`config.mk`:
```
export PLATFORM = sky130hd
export DESIGN_NAME = int_status_collector_flat
export DESIGN_NICKNAME = d
export VERILOG_FILES = /design/src/rtl/int_status_collector_pkg.sv /design/src/rtl/int_status_collector_if.sv /design/src/rtl/int_status_collector_edge_det.sv /design/src/rtl/int_status_collector.sv /design/src/flat_wrapper.sv
export SDC_FILE = /design/constraint.sdc
export NUM_CORES = 1
export LEC_CHECK = 0
export BUFFER_PORTS_ARGS = -buffer_cell sky130_fd_sc_hd__buf_2
export CAP_MARGIN = 20
export CORE_MARGIN = 3
export CORE_UTILIZATION = 51
export DETAILED_ROUTE_END_ITERATION = 6
export PLACE_DENSITY = 0.85
export RECOVER_POWER = 50
export SYNTH_ARGS = -nofsm -noshare
export SYNTH_HDL_FRONTEND = slang
export SYNTH_SLANG_ARGS = --single-unit
```
`constraint.sdc`:
```
create_clock -name clk -period 3.75 [get_ports clk]
set_input_delay 0.5625 -clock clk [delete_from_list [all_inputs] [get_ports clk]]
set_output_delay 0.5625 -clock clk [all_outputs]
set_load 0.02 [all_outputs]
```
`src/rtl/int_status_collector_pkg.sv`:
```
// Shared types and defaults for the interrupt status collector.
// FSM encoding, default widths and the hold-off counter width helper.
package int_status_pkg;

    typedef enum logic [1:0] {
        IDLE    = 2'd0,
        ACTIVE  = 2'd1,
        HOLDOFF = 2'd2
    } state_t;

    localparam int EVT_NUM_DEF = 4;
    localparam int CNT_W_DEF   = 8;

    // Hold-off counter width: clog2(cyc+1), never narrower than one bit.
    function automatic int hold_w(input int cyc);
        return (cyc < 1) ? 1 : $clog2(cyc + 1);
    endfunction

endpackage

```
`src/rtl/int_status_collector_if.sv`:
```
// Event/status bundle between the event sources, the collector and the status register.
// Handshake: status_rd is a one-cycle strobe; status_up_data is a level, high exactly while an unread interrupt is presented.
interface int_status_collector_if
    import int_status_pkg::*;
#(
    parameter int EVT_NUM = EVT_NUM_DEF,
    parameter int CNT_W   = CNT_W_DEF
);
    logic [EVT_NUM-1:0] evt_in;
    logic [EVT_NUM-1:0] evt_en;
    logic               status_rd;
    logic               status_up_data;
    logic [EVT_NUM-1:0] evt_pending;
    logic [CNT_W-1:0]   evt_cnt;
    logic               cnt_ovf;
    state_t             fsm_state;

    modport master (
        output evt_in, evt_en, status_rd,
        input  status_up_data, evt_pending, evt_cnt, cnt_ovf, fsm_state
    );

    modport slave (
        input  evt_in, evt_en, status_rd,
        output status_up_data, evt_pending, evt_cnt, cnt_ovf, fsm_state
    );
endinterface

```
`src/rtl/int_status_collector_edge_det.sv`:
```
// Per-line rising-edge detector with capture enable.
// The delayed copy is registered every cycle regardless of enable, so a masked rise is lost, not deferred.
module int_evt_edge_det #(
    parameter int EVT_NUM = 4
) (
    input  logic               clk,
    input  logic               rst,
    input  logic [EVT_NUM-1:0] evt_in,
    input  logic [EVT_NUM-1:0] evt_en,
    output logic [EVT_NUM-1:0] rise
);
    logic [EVT_NUM-1:0] evt_in_d;

    always_ff @(posedge clk or posedge rst) begin
        if (rst) begin
            evt_in_d <= '0;
        end else begin
            evt_in_d <= evt_in;
        end
    end

    assign rise = evt_in & ~evt_in_d & evt_en;
endmodule

```
`src/rtl/int_status_collector.sv`:
```
// Collects event rises into sticky pending bits and drives a read-to-clear status level
// with a programmable hold-off after each clear, plus a saturating debug counter.
module int_status_collector
    import int_status_pkg::*;
#(
    parameter int EVT_NUM     = EVT_NUM_DEF,
    parameter int CNT_W       = CNT_W_DEF,
    parameter int HOLDOFF_CYC = 2
) (
    input logic                    clk,
    input logic                    rst,
    int_status_collector_if.slave  bus
);
    localparam int HW = hold_w(HOLDOFF_CYC);

    logic [EVT_NUM-1:0] rise;
    logic [EVT_NUM-1:0] pending_q;
    logic [CNT_W-1:0]   cnt_q;
    logic               ovf_q;
    logic [HW-1:0]      hold_q, hold_d;
    state_t             state_q, state_d;
    logic               any_rise;
    logic               clr;

    int_evt_edge_det #(.EVT_NUM(EVT_NUM)) u_edge (
        .clk    (clk),
        .rst    (rst),
        .evt_in (bus.evt_in),
        .evt_en (bus.evt_en),
        .rise   (rise)
    );

    assign any_rise = |rise;
    // Reads only count while an interrupt is actually being presented.
    assign clr      = bus.status_rd && (state_q == ACTIVE);

    always_ff @(posedge clk or posedge rst) begin
        if (rst) begin
            pending_q <= '0;
            cnt_q     <= '0;
            ovf_q     <= 1'b0;
        end else begin
            pending_q <= (pending_q & ~{EVT_NUM{clr}}) | rise;
            if (clr) begin
                cnt_q <= CNT_W'(any_rise);
                ovf_q <= 1'b0;
            end else if (any_rise) begin
                if (&cnt_q) begin
                    ovf_q <= 1'b1;
                end else begin
                    cnt_q <= cnt_q + 1'b1;
                end
            end
        end
    end

    always_ff @(posedge clk or posedge rst) begin
        if (rst) begin
            state_q <= IDLE;
            hold_q  <= '0;
        end else begin
            state_q <= state_d;
            hold_q  <= hold_d;
        end
    end

    always_comb begin
        state_d = state_q;
        hold_d  = hold_q;
        case (state_q)
            IDLE: begin
                if (|pending_q) state_d = ACTIVE;
            end
            ACTIVE: begin
                if (bus.status_rd) begin
                    if (HOLDOFF_CYC == 0) begin
                        state_d = IDLE;
                    end else begin
                        state_d = HOLDOFF;
                        hold_d  = HW'(HOLDOFF_CYC);
                    end
                end
            end
            HOLDOFF: begin
                hold_d = hold_q - 1'b1;
                if (hold_q == HW'(1)) state_d = IDLE;
            end
            default: begin
                state_d = IDLE;
                hold_d  = '0;
            end
        endcase
    end

    assign bus.status_up_data = (state_q == ACTIVE);
    assign bus.evt_pending    = pending_q;
    assign bus.evt_cnt        = cnt_q;
    assign bus.cnt_ovf        = ovf_q;
    assign bus.fsm_state      = state_q;
endmodule

```
`src/flat_wrapper.sv`:
```
// flat-port wrapper written by rule: the top's interface ports become plain ports
module int_status_collector_flat import int_status_pkg::*;
#(
    parameter int EVT_NUM     = EVT_NUM_DEF,
    parameter int CNT_W       = CNT_W_DEF,
    parameter int HOLDOFF_CYC = 2
)
  (clk, rst, bus_evt_in, bus_evt_en, bus_status_rd, bus_status_up_data, bus_evt_pending, bus_evt_cnt, bus_cnt_ovf, bus_fsm_state);
  int_status_collector_if #(.EVT_NUM(EVT_NUM), .CNT_W(CNT_W)) bus_i ();
  input logic clk;
  input logic rst;
  input wire logic [$bits(bus_i.evt_in)-1:0] bus_evt_in;
  input wire logic [$bits(bus_i.evt_en)-1:0] bus_evt_en;
  input wire logic [$bits(bus_i.status_rd)-1:0] bus_status_rd;
  output wire logic [$bits(bus_i.status_up_data)-1:0] bus_status_up_data;
  output wire logic [$bits(bus_i.evt_pending)-1:0] bus_evt_pending;
  output wire logic [$bits(bus_i.evt_cnt)-1:0] bus_evt_cnt;
  output wire logic [$bits(bus_i.cnt_ovf)-1:0] bus_cnt_ovf;
  output wire logic [$bits(bus_i.fsm_state)-1:0] bus_fsm_state;
  assign bus_i.evt_in = bus_evt_in;
  assign bus_i.evt_en = bus_evt_en;
  assign bus_i.status_rd = bus_status_rd;
  assign bus_status_up_data = bus_i.status_up_data;
  assign bus_evt_pending = bus_i.evt_pending;
  assign bus_evt_cnt = bus_i.evt_cnt;
  assign bus_cnt_ovf = bus_i.cnt_ovf;
  assign bus_fsm_state = bus_i.fsm_state;
  int_status_collector #(.EVT_NUM(EVT_NUM), .CNT_W(CNT_W), .HOLDOFF_CYC(HOLDOFF_CYC)) u_core (.clk(clk), .rst(rst), .bus(bus_i));
endmodule
```
==> results.py <==
metrics = {
    "status": {
        "status": "finished clean",
    },
    "placement": {
        "gp_congestion": 0.795,
        "placed_cell_area_um2": 1190,
        "place_hpwl_mm": 1.66,
        "place.port_buffers": 26,
    },
    "floorplanning": {
        "core_area_um2": 1820,
        "die_y_um": 51.1,
        "fp.dieW_um": 51.1,
        "row_count": 15,
        "start_util": 0.569,
        "pin_count": 27,
        "dieArea_um2": 2610,
    },
    "drt": {
        "drtIter0Drc": 15,
        "drt-pass1-iter-count": 4,
        "vias_per_cell": 5.80,
        "wl_mm": 2.13,
        "drcViolationCount": 0,
        "wl_per_cell_um": 14.0,
        "num_vias": 881,
        "antenna_left": 0,
    },
    "power": {
        "power.leakage_nw": 0.599,
        "p_int_mw": 0.477,
        "irDropWorstVdd_v": 0.000544,
        "netSwitchingFraction": 0.419,
        "p_comb_frac": 0.445,
        "p_per_area_nw_per_um2": 675,
        "clkPwrFrac": 0.127,
        "power.switching_mw": 0.344,
        "seqPwrFrac": 0.428,
    },
    "logic_synthesis": {
        "syn-num-nets": 116,
        "synth_cells": 99,
        "syn_area_um2": 1040,
        "ys_warn_count": 0,
        "avgSynthCellArea_um2": 10.5,
        "yosysSeqAreaShare": 0.507,
        "ys.flop_type": "dfrtp_1",
        "ys_types": 30,
        "synth_edf_count": 0,
        "synth-seq-cells": 21,
        "synthArstFlopShare": 1.00,
    },
    "grt": {
        "grt_max_degree": 22,
        "antenna_found_initial": 0,
        "grt_usage": 0.171,
        "grt_pass1_vias": 807,
        "grt_first_pass_wirelength_mm": 3.46,
        "overflow": 0,
    },
    "clocking": {
        "hold_buffers": 0,
        "cts_tree": "done",
        "root_buffer": "clkbuf_4",
        "worstSkewPairLatency_ns": 0.29,
        "htree_levels": 1,
        "clock-sinks": 21,
        "clk_pin_slew_ns": 0.11,
        "cts_setup_buffers": 0,
        "cts_buffers": 3,
        "cts_resized": 0,
        "cts_max_path_buffers": 2,
    },
    "sta": {
        "finalCritPeriodShare": 0.501,
        "max_slew_margin": 0.481,
        "slew_violations": 0,
        "rsz0062_at_grt": "false",
        "hold_viol": 0,
        "finalSetupTns_ns": 0,
        "finalClockSkew_ns": 0.00140,
        "setup_violations": 0,
        "tightest_slew_ns": 0.777,
        "fin_crit_ns": 1.88,
        "max_freq_ghz": 0.532,
    },
    "finish": {
        "syn_to_final_growth_pct": 17.4,
        "nets": 145,
        "mostFrequentLayoutCell": "buf_2",
        "layout_common_cells": "buf_2 (25), dfrtp_1 (21), nand2_1 (7), a21oi_1 (7)",
        "fillCellCount": 168,
        "fin_area_um2": 1220,
        "antennaDiodeCount": 0,
        "drive_gt1_frac": 0.252,
    },
    "run": {
        "maxCapViolations": 0,
    },
    "setup_path": {
        "critical_path_arrival_ns": 2.06,
        "worstPathRequired_ns": 3.94,
        "critical_path_class": "flip-flop to flip-flop",
        "start_kind": "flip-flop",
        "crit_path_max_fanout": 4,
        "endpoint_kind": "flip-flop",
    },
    "hold_path": {
        "hold_path.class": "input port to flip-flop",
    },
}
state kept, by name, summed over array words and instances, names as in the netlist:
register / flops
u_core.bus.evt_cnt: 8
u_core.bus.cnt_ovf: 1
u_core.hold_q: 2
u_core.u_edge.evt_in_d: 4
u_core.bus.evt_pending: 4
u_core.bus.fsm_state: 2
power by group through the flow:
stage / clock, mW / sequential [mW] / combinational [mW]
after floorplan: 0 / 0.409 / 0.193
after global placement: 0 / 0.352 / 0.350
after detailed placement: 0 / 0.355 / 0.367
after CTS: 0.109 / 0.350 / 0.368
after global routing: 0.117 / 0.360 / 0.404
final: 0.104 / 0.352 / 0.366
final timing paths:
check / start / to / slack [ns] / cells past startpoint
max: u_core.bus.fsm_state[0] / u_core.bus.fsm_state[0] / 1.87 / 5
min: bus_evt_in[2] / u_core.u_edge.evt_in_d[2] / 0.38 / 1
max reg2reg: u_core.bus.fsm_state[0] / u_core.bus.fsm_state[0] / 1.87 / 5
min reg2reg: u_core.hold_q[0] / u_core.hold_q[0] / 0.50 / 1
max in group asynchronous: rst / u_core.bus.evt_pending[0] / 2.87 / 2
min in group asynchronous: rst / u_core.hold_q[0] / 0.39 / 2
synth_stat cells (2+ instances only):
master    n  area, µm²
a21o_1    4       30.0
o41ai_1   2       17.5
nand4_1   2       12.5
or4_1     4       30.0
buf_2     2       10.0
dfrtp_1  21        526
nor4_1    2       12.5
mux2_2    2       22.5
o21ai_0   5       25.0
o31ai_1   2       15.0
a21oi_1   7       35.0
inv_1     6       22.5
ha_1      6       75.1
nand3_1   6       30.0
nand2_1   7       26.3
nor2_1    4       15.0
and3b_1   4       35.0
per-layer routing:
metal | global-route usage | share of wire | vias to the layer above
met2 | 0.324 | 0.51 | 40
met5 | 0 | 0 | -
met1 | 0.210 | 0.41 | 418
li1 | - | - | 421
met3 | 0.0175 | 0.076 | 2
met4 | 0.0269 | 0.0056 | 0
cells by family (layout without fill, tap and decap cells):
family / count (synthesis) / in the layout / synth area share
AND/OR/NAND/NOR: 36 / 36 / 0.205
AO/OA/AOI/OAI: 24 / 24 / 0.149
flip-flops: 21 / 21 / 0.507
buffers and inverters: 9 / 37 / 0.0350
adder cells (fa/ha/maj): 6 / 6 / 0.0725
multiplexers: 3 / 3 / 0.0314
worst max-delay path: stages (launching register included):
cell and delay, ns:
dfrtp_1 0.43, inv_1 0.12, ha_1 0.22, or4b_1 0.44
o21ai_1 0.20, mux2_2 0.36
cell type report:
class / instances / area [µm²] / share of cell area
tap: 25 / 31.3 / 0.0257
inverter: 6 / 22.5 / 0.0185
timing repair buffer: 27 / 136 / 0.112
multi-input combinational: 69 / 474 / 0.390
clock buffer: 4 / 26.3 / 0.0216
sequential: 21 / 526 / 0.432
per-stage QoR:
step	total power, mW	hold WS, ns	util	std cells	setup slack (ns)
3_5_place_dp	0.722	0.488	0.654	148	1.77
4_1_cts	0.828	0.373	0.669	152	1.87
5_1_grt	0.880	0.367	0.668	152	1.78
6_report	0.821	0.378	0.668	152	1.87
2_1_floorplan	0.602	0.457	-	99	1.93
3_3_place_gp	0.702	0.482	0.654	148	1.82
(Power assumes the default switching activity.)
